===== src/rtl/paddle_move_sched.sv =====
// paddle_move_sched: owns both paddle positions, arbitrates move requests round-robin and streams erase/draw pixels to one plotter.
// Define PADDLE_WRAP_EN to wrap moves past a screen edge instead of clamping at it.
module paddle_move_sched #(
  parameter int SCREEN_H = 240,
  parameter int PADDLE_W = 10,
  parameter int PADDLE_H = 40,
  parameter int STEP = 10,
  parameter int X_LEFT = 0,
  parameter int X_RIGHT = 310,
  parameter logic [2:0] PADDLE_COLOUR = 3'b111,
  parameter logic [2:0] BG_COLOUR = 3'b000
) (
  input  logic       clock,
  input  logic       resetn,
  input  logic [1:0] up_req,
  input  logic [1:0] down_req,
  input  logic       plot_ready,
  output logic       plot,
  output logic [8:0] plot_x,
  output logic [7:0] plot_y,
  output logic [2:0] plot_colour,
  output logic [7:0] p0_y,
  output logic [7:0] p1_y,
  output logic       busy,
  output logic       move_done
);
  localparam int Y_LIM = SCREEN_H - PADDLE_H;
  localparam logic [7:0] Y_INIT = 8'(Y_LIM / 2);
  localparam int XW = $clog2(PADDLE_W + 1);
  localparam int YW = $clog2(PADDLE_H + 1);
  localparam logic [1:0] INIT = 2'd0, IDLE = 2'd1, ERASE = 2'd2, DRAW = 2'd3;
  logic [1:0] state, pend_up, pend_dn, elig, clr_up, clr_dn;
  logic [XW-1:0] cx;
  logic [YW-1:0] cy;
  logic [7:0] y_cur, gy, ny, ny_r;
  logic [8:0] up_y, dn_y;
  logic run, cur, last, g, g_up, grant, fire, cx_end, last_px;
  assign elig = pend_up ^ pend_dn;
  assign g = &elig ? ~last : elig[1];
  assign g_up = pend_up[g];
  assign gy = g ? p1_y : p0_y;
  assign grant = state == IDLE && |elig;
`ifdef PADDLE_WRAP_EN
  assign up_y = gy >= 8'(STEP) ? 9'(gy) - 9'(STEP) : 9'(Y_LIM);
  assign dn_y = 9'(gy) + 9'(STEP) <= 9'(Y_LIM) ? 9'(gy) + 9'(STEP) : 9'd0;
`else
  assign up_y = gy >= 8'(STEP) ? 9'(gy) - 9'(STEP) : 9'd0;
  assign dn_y = 9'(gy) + 9'(STEP) <= 9'(Y_LIM) ? 9'(gy) + 9'(STEP) : 9'(Y_LIM);
`endif
  assign ny = 8'(g_up ? up_y : dn_y);
  // Conflicting flags cancel each other; the granted flag is consumed even when the move is a no-op.
  assign clr_up = (pend_up & pend_dn) | ((grant && g_up) ? 2'b01 << g : 2'b00);
  assign clr_dn = (pend_up & pend_dn) | ((grant && !g_up) ? 2'b01 << g : 2'b00);
  assign busy = state != IDLE;
  assign plot = run && busy;
  assign fire = plot && plot_ready;
  assign cx_end = cx == XW'(PADDLE_W - 1);
  assign last_px = cx_end && cy == YW'(PADDLE_H - 1);
  assign y_cur = cur ? p1_y : p0_y;
  assign plot_x = plot ? 9'(cur ? X_RIGHT : X_LEFT) + 9'(cx) : 9'd0;
  assign plot_y = plot ? y_cur + 8'(cy) : 8'd0;
  assign plot_colour = !plot ? 3'b000 : state == ERASE ? BG_COLOUR : PADDLE_COLOUR;
  always_ff @(posedge clock or negedge resetn)
    if (!resetn) begin
      state <= INIT;
      run <= 1'b0;
      cur <= 1'b0;
      last <= 1'b1;
      pend_up <= 2'b00;
      pend_dn <= 2'b00;
      cx <= '0;
      cy <= '0;
      p0_y <= Y_INIT;
      p1_y <= Y_INIT;
      ny_r <= 8'd0;
      move_done <= 1'b0;
    end else begin
      run <= 1'b1;
      move_done <= 1'b0;
      pend_up <= (pend_up & ~clr_up) | up_req;
      pend_dn <= (pend_dn & ~clr_dn) | down_req;
      if (grant && ny != gy) begin
        state <= ERASE;
        cur <= g;
        ny_r <= ny;
      end
      if (fire) begin
        cx <= cx_end ? '0 : cx + 1'b1;
        if (cx_end) cy <= last_px ? '0 : cy + 1'b1;
      end
      if (fire && last_px) begin
        if (state == INIT) begin
          cur <= 1'b1;
          if (cur) state <= IDLE;
        end else if (state == ERASE) begin
          state <= DRAW;
          if (cur) p1_y <= ny_r;
          else p0_y <= ny_r;
        end else begin
          state <= IDLE;
          move_done <= 1'b1;
          last <= cur;
        end
      end
    end
endmodule


===== config.mk =====
export PLATFORM = sky130hd
export DESIGN_NAME = paddle_move_sched
export DESIGN_NICKNAME = d
export VERILOG_FILES = /design/src/rtl/paddle_move_sched.sv
export SDC_FILE = /design/constraint.sdc
export NUM_CORES = 1
export LEC_CHECK = 0
export ABC_AREA = 1
export BUFFER_PORTS_ARGS = -buffer_cell sky130_fd_sc_hd__buf_2
export CORE_MARGIN = 4
export CORE_UTILIZATION = 50
export CTS_CLUSTER_SIZE = 30
export DETAILED_ROUTE_END_ITERATION = 10
export PLACE_DENSITY = 0.71
export SYNTH_ARGS = -nofsm -noshare
export SYNTH_HDL_FRONTEND = slang
export SYNTH_SLANG_ARGS = --single-unit

===== constraint.sdc =====
create_clock -name clock -period 4.23 [get_ports clock]
set_clock_uncertainty 0.05 [all_clocks]
set_input_delay 1.0575 -clock clock [delete_from_list [all_inputs] [get_ports clock]]
set_output_delay 1.0575 -clock clock [all_outputs]
set_load 0.005 [all_outputs]

==> parameters.txt, run 1 <==
Parameter                              Value

Status
  Outcome ... finished, final reports clean

Routing
  ANT nets after route ... 0
  Residual DRC ... 0
  Total iterations of the first detailed-routing run ... 5
  Detail-routed net length per standard cell ... 13.5 um
  Starting DRC count in detailed routing ... roughly 220
  Post-DR vias/cell ... between 5 and 6
  Routed wire length ... between 7000 and 8000 um
  Total vias in the final route ... 2874

Setup path
  Endpoint arrival time on the critical path ... 2660 ps
  Critical Path Slowest Stage Cell ... sky130_fd_sc_hd__dfrtp_2
  Cell chain of the critical path ... inv_1 > nand2_1 > nand2_1 > ha_1 > a21oi_1 > inv_1 > a31oi_1 > inv_1 > nand2_1 > inv_1 > nor2_1 > nor2_1 > nor2_1 > nor2_1 > o21ai_0 > o21ai_0 > a21oi_1 > buf_2
  Worst reg2reg endpoint ... state[1]
  Count of cell instances traversed by the critical path ... 18
  Endpoint kind of the worst setup timing path ... primary output
  Origin of the worst setup path ... cur
  Worst setup endpoint ... plot_y[7]
  Worst reg2reg startpoint ... pend_up[1]
  Worst path required time ... approximately 3100 ps
  Slowest stage delay, CP ... 470 ps
  CP Class ... reg2out
  Kind of cell adding the most delay to the critical path ... compound AO/OA/AOI/OAI gates
  R2R setup slack ... 570 ps
  Nature of the critical path startpoint ... register
  Number of cells on the worst reg-to-reg path ... 22
  Crit path buf inv count ... 5
  Maximum fanout along the worst path ... 10

Logic synthesis
  Sequential cell area fraction in the yosys report ... 0.352
  Count of yosys warnings during synthesis ... 0
  Mean instance size in the synthesized netlist ... 7.26 um2
  Yosys cell types ... 38
  Flip-flop cell with the highest count after synthesis ... sky130_fd_sc_hd__dfrtp_1
  EDFF count, synth ... 0
  Post-synth net total ... 457
  Gate count after technology mapping ... 434
  Synthesized cell area ... 0.00315 mm2
  Share of flip-flops with an asynchronous set or reset after synthesis ... 1.00
  Count of state elements after synthesis ... 44

Clock tree
  CTS tree ... done
  Post-CTS clock slew at the launch and capture registers of the worst setup and hold paths ... 80 ps
  Insertion delay to the later sink of the worst-skew pair ... around 300 ps
  Total clock sinks ... 44
  TritonCTS buffer count ... 5
  PostCTS Resize Cnt ... 0
  Buffers from clock root to sink, at most ... 2
  H-tree depth ... 2
  Root cell of the clock tree ... sky130_fd_sc_hd__clkbuf_8
  CTS Hold Buffers Added ... 0
  Postcts setup bufs ... 0

Job
  Max_cap viols ... 0

Min path
  Path class of the lowest-slack min-delay path ... reg2reg

Final layout
  Footprint of the multi-input gates ... 0.00173 mm2
  Count of non-filler cells in the finished layout ... 553
  Signed area change from the synthesized netlist to the final layout ... 10.6%
  Sequential cell area ... 0.00111 mm2
  Filler Cells Inserted ... 564
  Number of nets in the final layout ... 500
  Fraction of final layout cells with drive strength greater than 1 ... 0.201
  Final core occ ... 0.578
  Most common cell after layout, fill and taps aside ... sky130_fd_sc_hd__nand2_1
  Inserted Diodes ... 0
  Top library cells by usage in the layout, fill and taps aside ... sky130_fd_sc_hd__nand2_1, sky130_fd_sc_hd__inv_1, sky130_fd_sc_hd__buf_2

Timing
  Post-Route Setup TNS ... 0 ps
  Slew HR ... 0.339
  Final hold violation count ... 0
  Maximum clock frequency ... 265 MHz
  Setup violations, final ... 0
  Min cycle time layout ... 3770 ps
  Fraction of the cycle the final worst path needs ... 0.891
  Unrepaired setup endpoints after global routing ... no
  Actual transition at the worst max-transition pin ... 991 ps
  Final Max Slew Viols ... 0

Placed design
  Detailed-placement wirelength estimate ... 5690 um
  Total placed cells including tap cells ... 545
  Gpl congestion ... 0.936
  PortBufs ... 44

GRT
  Total Routing Usage GR ... 0.206
  Remaining global-route overflow ... 0
  Global routing usage on met1 ... 0.295
  Initial antenna violation count ... 0
  Most used routing layer ... met2
  Pin count of the biggest net entering global routing ... 45
  Wire length of the first global-routing pass ... approximately 13000 um
  Vias in the first global route ... 2725
  Met3 Usage GRT ... 0.0312
  Met2 demand-to-capacity share in global routing ... 0.321

Floorplan
  Die span in y ... just under 90 um
  Die boundary width ... between 80 and 90 um
  Effective utilization at floorplan ... 0.523
  IO Count ... 46
  Total number of placement rows ... 28
  Die footprint ... approximately 0.0076 mm2
  Core footprint ... 0.00603 mm2

Power
  P_leak ... about 0.0018 uW
  Maximum VDD drop ... 0.340 mV
  Total power density per cell area ... 321 mW/mm2
==> final cells by class <==
cell class | instances | share of cell area
sequential | 44 | 0.319
multi-input combinational | 321 | 0.496
tap | 75 | 0.0269
clock buffer | 8 | 0.0259
inverter | 58 | 0.0625
timing repair buffer | 47 | 0.0697
==> synthesized netlist by cell type (4+ instances only) <==
cell type                  instances  area [um2]
sky130_fd_sc_hd__a21oi_1          15        75.1
sky130_fd_sc_hd__clkbuf_1          4        15.0
sky130_fd_sc_hd__dfrtp_1          37         926
sky130_fd_sc_hd__dfstp_2           7         184
sky130_fd_sc_hd__ha_1             14         175
sky130_fd_sc_hd__inv_1            56         210
sky130_fd_sc_hd__nand2_1         113         424
sky130_fd_sc_hd__nand2_2          10        62.6
sky130_fd_sc_hd__nand2_4           6        67.6
sky130_fd_sc_hd__nand3_1          27         135
sky130_fd_sc_hd__nand3_2           4        40.0
sky130_fd_sc_hd__nand4_1           8        50.1
sky130_fd_sc_hd__nor2_1           40         150
sky130_fd_sc_hd__nor3_1            7        35.0
sky130_fd_sc_hd__o21ai_0          37         185
sky130_fd_sc_hd__o21ai_1           4        20.0
sky130_fd_sc_hd__o21ai_2           7        61.3
sky130_fd_sc_hd__o21bai_1          5        37.5
==> report_power, final <==
part           internal [uW]  switching (uW)  total [uW]
Combinational            127             211         338
Clock                    133             142         275
Sequential               459            45.1         504
Total                    719             398        1120
==> flip-flops by register name, indices dropped and copies added, names as in the netlist <==
register	cells
cur	1
cx	4
cy	6
last	1
move_done	1
ny_r	8
p0_y	8
p1_y	8
pend_dn	2
pend_up	2
run	1
state	2
==> worst min-delay path by stage <==
stage	startpoint	endpoint	slack, ps	cells past startpoint
finish	ny_r[3]	ny_r[3]	440	2
global route	ny_r[6]	ny_r[6]	460	2
CTS	ny_r[3]	ny_r[3]	450	2
detailed placement	ny_r[3]	ny_r[3]	430	2
global placement	ny_r[4]	ny_r[4]	420	2
floorplan	ny_r[0]	ny_r[0]	400	2
==> stage by stage <==
| step | setup WS [ps] | hold WS [ps] | total power, uW | area, um2 |
|---|---|---|---|---|
| after floorplan | 800 | 405 | 760 | 3150 |
| after global placement | 714 | 423 | 842 | 3390 |
| after detailed placement | 646 | 428 | 850 | 3390 |
| after CTS | 355 | 447 | 1120 | 3480 |
| after global routing | 30.0 | 461 | 1190 | 3480 |
| final | 461 | 439 | 1120 | 3480 |
==> per-layer routing <==
layer	share of wire	wire, um
met5	0	0
met3	0.057	425
met2	0.44	3240
met4	0.015	108
met1	0.49	3670
==> cells by family after synthesis <==
family	count (synthesis)	share of synthesized area
other cells	2	0.00238
simple gates	223	0.325
xor+xnor	5	0.0139
compound gates	75	0.139
fa+ha+maj	16	0.0683
flops	44	0.352
buf+inv	69	0.0989
==> worst min-delay path, delay by kind of cell (launching register included) <==
kind	cells	cell delay, ps
simple gates	1	60
compound gates	1	50
flops	1	350
Power figures use the tool's default switching activity.
==> run 2, diff against run 1 <==
REMOVE_ABC_BUFFERS = 1   (was not set)
==> run 2 against run 1 <==
Compared with the run above: register-to-register slack better by 120 ps; largest power group unchanged; combinational power about the same; final area grew 0.11%.
==> parameters.txt, run 2 (same netlist as run 1, synthesis figures left out) <==
Parameter                              Value

Status
  Outcome ... finished, final reports clean (unchanged)

Final layout
  Most common cell after layout, fill and taps aside ... sky130_fd_sc_hd__nand2_1 (unchanged)
  Inserted Diodes ... 0 (unchanged)
  Number of nets in the final layout ... 500 (unchanged)
  Fraction of final layout cells with drive strength greater than 1 ... 0.203 (was 0.201)
  Top flop regs ... ny_r (8), p0_y (8), p1_y (8) (unchanged)
  Final core occ ... 0.579 (was 0.578)
  Signed area change from the synthesized netlist to the final layout ... 10.7% (was 10.6%)
  Final instance area ... 0.00349 mm2 (was 0.00348 mm2)
  Top library cells by usage in the layout, fill and taps aside ... sky130_fd_sc_hd__nand2_1, sky130_fd_sc_hd__inv_1, sky130_fd_sc_hd__buf_2 (unchanged)

Timing
  Min cycle time layout ... 3920 ps (was 3770 ps)
  Post-Route Setup TNS ... 0 ps (unchanged)
  Setup violations, final ... 0 (unchanged)
  Actual transition at the worst max-transition pin ... 991 ps (about the same)
  Final Worst Setup Slack ... 314 ps (was 461 ps)
  Final hold violation count ... 0 (unchanged)
  Unrepaired setup endpoints after global routing ... no (unchanged)
  Fraction of the cycle the final worst path needs ... 0.926 (was 0.891)
  Slew HR ... 0.339 (about the same)
  Final Max Slew Viols ... 0 (unchanged)
  Maximum clock frequency ... 255 MHz (was 265 MHz)

Setup path
  Crit path buf inv count ... 5 (unchanged)
  Endpoint arrival time on the critical path ... 2810 ps (was 2660 ps)
  Dominant cell type by count on the critical path ... sky130_fd_sc_hd__nor2_1
  Slowest stage delay, CP ... 470 ps (about the same)
  Kind of cell adding the most delay to the critical path ... compound AO/OA/AOI/OAI gates (unchanged)
  Critical Path Slowest Stage Cell ... sky130_fd_sc_hd__dfrtp_2 (unchanged)
  Number of cells on the worst reg-to-reg path ... 23 (was 22)
  Endpoint kind of the worst setup timing path ... primary output (unchanged)
  Nature of the critical path startpoint ... register (unchanged)
  CP Class ... reg2out (unchanged)
  Cell chain of the critical path ... buf_4 > nand2_1 > nand2_1 > ha_1 > a21oi_1 > inv_1 > a31oi_1 > inv_1 > nand2_1 > inv_1 > nor2_1 > nor2_1 > nor2_1 > nor2_1 > o21ai_0 > o21ai_0 > a21oi_1 > buf_2 (was inv_1 > nand2_1 > nand2_1 > ha_1 > a21oi_1 > inv_1 > a31oi_1 > inv_1 > nand2_1 > inv_1 > nor2_1 > nor2_1 > nor2_1 > nor2_1 > o21ai_0 > o21ai_0 > a21oi_1 > buf_2)
  Maximum fanout along the worst path ... 13 (was 10)
  Worst reg2reg endpoint ... state[1] (unchanged)
  R2R setup slack ... 690 ps (was 570 ps)
  Worst path required time ... 3120 ps (about the same)
  Worst reg2reg startpoint ... pend_up[0] (was pend_up[1])

Power
  P_leak ... 0.00181 uW (was 0.00182 uW)
  Total power density per cell area ... 325 mW/mm2 (was 321 mW/mm2)
  Maximum VDD drop ... 0.310 mV (was 0.340 mV)

Placed design
  Setup slack at placement ... 598 ps (was 646 ps)
  Post-place instance area ... 0.00339 mm2 (unchanged)
  Gpl congestion ... 0.889 (was 0.936)
  Detailed-placement wirelength estimate ... 5760 um (was 5690 um)
  PortBufs ... 44 (unchanged)

Floorplan
  Die boundary width ... 87.4 um (unchanged)
  Die span in y ... 87.4 um (unchanged)
  Die footprint ... 0.00764 mm2 (unchanged)
  IO Count ... 46 (unchanged)
  Total number of placement rows ... 28 (unchanged)
  Effective utilization at floorplan ... 0.523 (unchanged)
  Core footprint ... 0.00603 mm2 (unchanged)

Clock tree
  Postcts setup bufs ... 0 (unchanged)
  Total clock sinks ... 44 (unchanged)
  H-tree depth ... 2 (unchanged)
  CTS Hold Buffers Added ... 0 (unchanged)
  PostCTS Resize Cnt ... 0 (unchanged)
  Insertion delay to the later sink of the worst-skew pair ... 310 ps (was 300 ps)
  Buffers from clock root to sink, at most ... 2 (unchanged)
  Post-CTS clock slew at the launch and capture registers of the worst setup and hold paths ... 90 ps (was 80 ps)
  Root cell of the clock tree ... sky130_fd_sc_hd__clkbuf_8 (unchanged)
  CTS tree ... done (unchanged)
  TritonCTS buffer count ... 5 (unchanged)

GRT
  Pin count of the biggest net entering global routing ... 45 (unchanged)
  Total Routing Usage GR ... 0.218 (was 0.206)
  Initial antenna violation count ... 0 (unchanged)
  Remaining global-route overflow ... 0 (unchanged)
  Wire length of the first global-routing pass ... 13200 um (was 12600 um)
  Vias in the first global route ... 2763 (was 2725)

Min path
  Path class of the lowest-slack min-delay path ... reg2reg (unchanged)
  Cell count of the worst hold path ... 2 (unchanged)
  Origin of the worst min-delay path ... ny_r[3] (unchanged)
  End point of the worst hold path ... ny_r[3] (unchanged)

Routing
  Total iterations of the first detailed-routing run ... 5 (unchanged)
  Post-DR vias/cell ... 5.17 (was 5.20)
  ANT nets after route ... 0 (unchanged)
  Detail-routed net length per standard cell ... 13.7 um (was 13.5 um)
  Total vias in the final route ... 2858 (was 2874)
  Routed wire length ... 7560 um (was 7440 um)
  Residual DRC ... 0 (unchanged)
  Starting DRC count in detailed routing ... 208 (was 224)

Job
  Max_cap viols ... 0 (unchanged)
run 2: power by group:
group / leakage [uW] / internal, uW / switching, uW / total, uW
registers: 0.000553 / 459 / 45.7 / 505
logic: 0.00122 / 127 / 214 / 341
clock network: 0.0000445 / 133 / 153 / 286
run 2: layout make-up:
cell class / instances / area (um2)
Fill cell: 599 / 2540
Multi-Input combinational cell: 321 / 1730
Sequential cell: 44 / 1110
Timing Repair Buffer: 47 / 243
Inverter: 58 / 218
Tap cell: 75 / 93.8
Clock buffer: 7 / 86.3
Clock inverter: 1 / 7.51
run 2: worst max-delay path by stage:
stage	start	slack, ps	to	cells after the start
after CTS	cur	260	plot_y[7]	18
after floorplan	cur	750	plot_y[7]	17
after global placement	cur	720	plot_y[7]	18
after detailed placement	cur	600	plot_y[7]	18
after global routing	cur	70	plot_y[7]	18
final	cur	310	plot_y[7]	18
run 2: worst register-to-register path: stages (launching register included):
cell,delay (ps)
sky130_fd_sc_hd__dfrtp_1,410
sky130_fd_sc_hd__ha_1,340
sky130_fd_sc_hd__nand2_4,170
sky130_fd_sc_hd__nand2_4,180
sky130_fd_sc_hd__nand2_1,100
sky130_fd_sc_hd__nand2_1,150
sky130_fd_sc_hd__ha_1,260
sky130_fd_sc_hd__inv_1,50
sky130_fd_sc_hd__nand3_1,150
sky130_fd_sc_hd__nand2_1,150
sky130_fd_sc_hd__xor2_1,200
sky130_fd_sc_hd__nand3_1,90
sky130_fd_sc_hd__nand2_1,100
sky130_fd_sc_hd__nand2_2,90
sky130_fd_sc_hd__nand2_4,110
sky130_fd_sc_hd__nand2_1,80
sky130_fd_sc_hd__nand2_1,70
sky130_fd_sc_hd__nand2_1,60
sky130_fd_sc_hd__nor2_2,90
sky130_fd_sc_hd__nand3_2,130
sky130_fd_sc_hd__nand2_4,240
sky130_fd_sc_hd__nand2_1,80
sky130_fd_sc_hd__nand2_1,60
sky130_fd_sc_hd__nand2_1,40
run 2: per-layer routing:
metal / global-route usage / vias up / routed length [um]
met2: 0.358 / 55 / 3550
met5: 0 / - / 0
li1: - / 1478 / -
met1: 0.303 / 1318 / 3600
met3: 0.0322 / 7 / 350
met4: 0.0460 / 0 / 59
run 2: per-stage QoR:
step,power (uW),hold WS (ps),instances
after floorplan,742,405,423
after global placement,845,417,545
after detailed placement,855,421,545
after CTS,1140,443,553
after global routing,1220,465,553
final,1130,445,553
==> run 3, diff against run 2 <==
CORE_UTILIZATION = 55   (was 50)
PLACE_DENSITY = 0.77   (was 0.71)
==> run 3 against run 2 <==
Compared with the run above: clock power shrank 3%; critical path depth stayed put; die area decreased by 8.3%; final cell count unchanged; utilization increased by 5.4 points; largest cell class unchanged; fmax increased by 1.3%; sequential share of layout area is 0.17 points lower; first-iteration DRC count grew 8.7%; global-route usage increased by 0.16 points; largest power group unchanged; count of clock-buffer cells in the layout up 1; highest routed layer unchanged; final area up 0.54%; wire length shrank 1.9%.
==> parameters.txt, run 3 (same netlist as run 1, synthesis figures left out) <==
Parameter                              Value

Timing
  Final Hold Slack ... 439 ps (was 445 ps)
  Final Worst Setup Slack ... 364 ps (was 314 ps)
  Final hold violation count ... 0 (unchanged)
  Fraction of the cycle the final worst path needs ... 0.914 (was 0.926)
  Min cycle time layout ... 3870 ps (was 3920 ps)
  Final Max Slew Viols ... 0 (unchanged)
  Maximum clock frequency ... 259 MHz (was 255 MHz)
  Actual transition at the worst max-transition pin ... 964 ps (was 991 ps)
  Post-Route Setup TNS ... 0 ps (unchanged)
  Setup violations, final ... 0 (unchanged)
  Slew HR ... 0.358 (was 0.339)

GRT
  Total Routing Usage GR ... 0.219 (was 0.218)
  Pin count of the biggest net entering global routing ... 45 (unchanged)
  Wire length of the first global-routing pass ... 12700 um (was 13200 um)
  Remaining global-route overflow ... 0 (unchanged)
  Vias in the first global route ... 2813 (was 2763)
  Initial antenna violation count ... 0 (unchanged)

Floorplan
  Die span in y ... 83.7 um (was 87.4 um)
  Core footprint ... 0.00554 mm2 (was 0.00603 mm2)
  Total number of placement rows ... 27 (was 28)
  IO Count ... 46 (unchanged)
  Effective utilization at floorplan ... 0.569 (was 0.523)
  Die boundary width ... 83.7 um (was 87.4 um)
  Die footprint ... 0.00700 mm2 (was 0.00764 mm2)

Routing
  Routed wire length ... 7420 um (was 7560 um)
  Starting DRC count in detailed routing ... 226 (was 208)
  Post-DR vias/cell ... 5.35 (was 5.17)
  Detail-routed net length per standard cell ... 13.4 um (was 13.7 um)
  Total iterations of the first detailed-routing run ... 4 (was 5)
  ANT nets after route ... 0 (unchanged)
  Residual DRC ... 0 (unchanged)
  Total vias in the final route ... 2960 (was 2858)

Final layout
  Top flop regs ... ny_r (8), p0_y (8), p1_y (8) (unchanged)
  Sequential cell area ... 0.00111 mm2 (unchanged)
  Number of nets in the final layout ... 503 (was 500)
  Final core occ ... 0.633 (was 0.579)
  Signed area change from the synthesized netlist to the final layout ... 11.3% (was 10.7%)
  Footprint of the multi-input gates ... 0.00173 mm2 (unchanged)
  Fraction of final layout cells with drive strength greater than 1 ... 0.208 (was 0.203)
  Top library cells by usage in the layout, fill and taps aside ... sky130_fd_sc_hd__nand2_1, sky130_fd_sc_hd__inv_1, sky130_fd_sc_hd__buf_2 (unchanged)
  Most common cell after layout, fill and taps aside ... sky130_fd_sc_hd__nand2_1 (unchanged)
  Filler Cells Inserted ... 510 (was 599)
  Inserted Diodes ... 0 (unchanged)

Clock tree
  Post-CTS clock slew at the launch and capture registers of the worst setup and hold paths ... 80 ps (was 90 ps)
  TritonCTS buffer count ... 5 (unchanged)
  Total clock sinks ... 44 (unchanged)
  H-tree depth ... 2 (unchanged)
  CTS Hold Buffers Added ... 0 (unchanged)
  Insertion delay to the later sink of the worst-skew pair ... 300 ps (was 310 ps)
  Root cell of the clock tree ... sky130_fd_sc_hd__clkbuf_8 (unchanged)
  Buffers from clock root to sink, at most ... 2 (unchanged)
  CTS tree ... done (unchanged)

Power
  Total power density per cell area ... 321 mW/mm2 (was 325 mW/mm2)
  Maximum VDD drop ... 0.350 mV (was 0.310 mV)
  P_leak ... 0.00182 uW (was 0.00181 uW)
  Power, Total ... 1130 uW (about the same)

Setup path
  Count of cell instances traversed by the critical path ... 18 (unchanged)
  Critical Path Slowest Stage Cell ... sky130_fd_sc_hd__dfrtp_2 (unchanged)
  Cell chain of the critical path ... clkinvlp_4 > nand2_1 > nand2_1 > ha_1 > a21oi_1 > inv_1 > a31oi_1 > inv_1 > nand2_1 > inv_1 > nor2_1 > nor2_1 > nor2_1 > nor2_1 > o21ai_1 > o21ai_0 > a21oi_1 > buf_2 (was buf_4 > nand2_1 > nand2_1 > ha_1 > a21oi_1 > inv_1 > a31oi_1 > inv_1 > nand2_1 > inv_1 > nor2_1 > nor2_1 > nor2_1 > nor2_1 > o21ai_0 > o21ai_0 > a21oi_1 > buf_2)
  Maximum fanout along the worst path ... 8 (was 13)
  Nature of the critical path startpoint ... register (unchanged)
  CP Class ... reg2out (unchanged)
  Crit path buf inv count ... 5 (unchanged)
  Kind of cell adding the most delay to the critical path ... compound AO/OA/AOI/OAI gates (unchanged)
  Dominant cell type by count on the critical path ... sky130_fd_sc_hd__nor2_1 (unchanged)
  Worst path required time ... 3120 ps (about the same)
  Number of cells on the worst reg-to-reg path ... 23 (unchanged)
  Endpoint kind of the worst setup timing path ... primary output (unchanged)
  Slowest stage delay, CP ... 460 ps (was 470 ps)
  Endpoint arrival time on the critical path ... 2760 ps (was 2810 ps)

Placed design
  PortBufs ... 44 (unchanged)
  Gpl congestion ... 0.934 (was 0.889)
  Detailed-placement wirelength estimate ... 5640 um (was 5760 um)
  Setup slack at placement ... 476 ps (was 598 ps)

Status
  Outcome ... finished, final reports clean (unchanged)

Min path
  Cell count of the worst hold path ... 2 (unchanged)
  Path class of the lowest-slack min-delay path ... reg2reg (unchanged)

Job
  Max_cap viols ... 0 (unchanged)
[run 3: cell type report]
| cell class | count | area share |
|---|---|---|
| tap | 72 | 0.0257 |
| multi-input combinational | 321 | 0.493 |
| clock buffer | 8 | 0.0257 |
| sequential | 44 | 0.317 |
| timing repair buffer | 50 | 0.0756 |
| inverter | 58 | 0.0631 |
[run 3: worst paths after layout]
kind | endpoint | startpoint | slack, ps
setup / recovery | plot_y[7] | cur | 360
hold / removal | ny_r[3] | ny_r[3] | 440
setup reg to reg | state[1] | pend_up[0] | 670
hold reg to reg | ny_r[3] | ny_r[3] | 440
max in group asynchronous | cur | resetn | 2620
min in group asynchronous | run | resetn | 860
[run 3: where the power goes]
part | total (uW) | internal, uW | switching (uW)
Clock | 276 | 133 | 143
Combinational | 345 | 130 | 216
Sequential | 504 | 459 | 45.2
[run 3: tightest hold or removal path, stage by stage (launching register included)]
cell	delay (ps)
sky130_fd_sc_hd__dfrtp_1	350
sky130_fd_sc_hd__nand2_1	60
sky130_fd_sc_hd__o21ai_2	50
[run 3: routing by layer]
| metal | routed length (um) | up-vias | global-route usage |
|---|---|---|---|
| met2 | 3400 | 88 | 0.356 |
| met1 | 3500 | 1367 | 0.293 |
| met4 | 140 | 0 | 0.0804 |
| met3 | 373 | 13 | 0.0365 |
| li1 | - | 1492 | - |
| met5 | 0 | - | 0 |
[run 3: through the flow]
step                      instance area (um2)  cells
final                                    3510    553
after detailed placement                 3390    542
after global routing                     3510    553
after global placement                   3390    542
after CTS                                3480    550
after floorplan                          3060    423
[run 3: repair_timing]
action	in CTS	in global routing
setup buffers	0	3
resized for setup	0	3
endpoints found under the setup margin	0	1
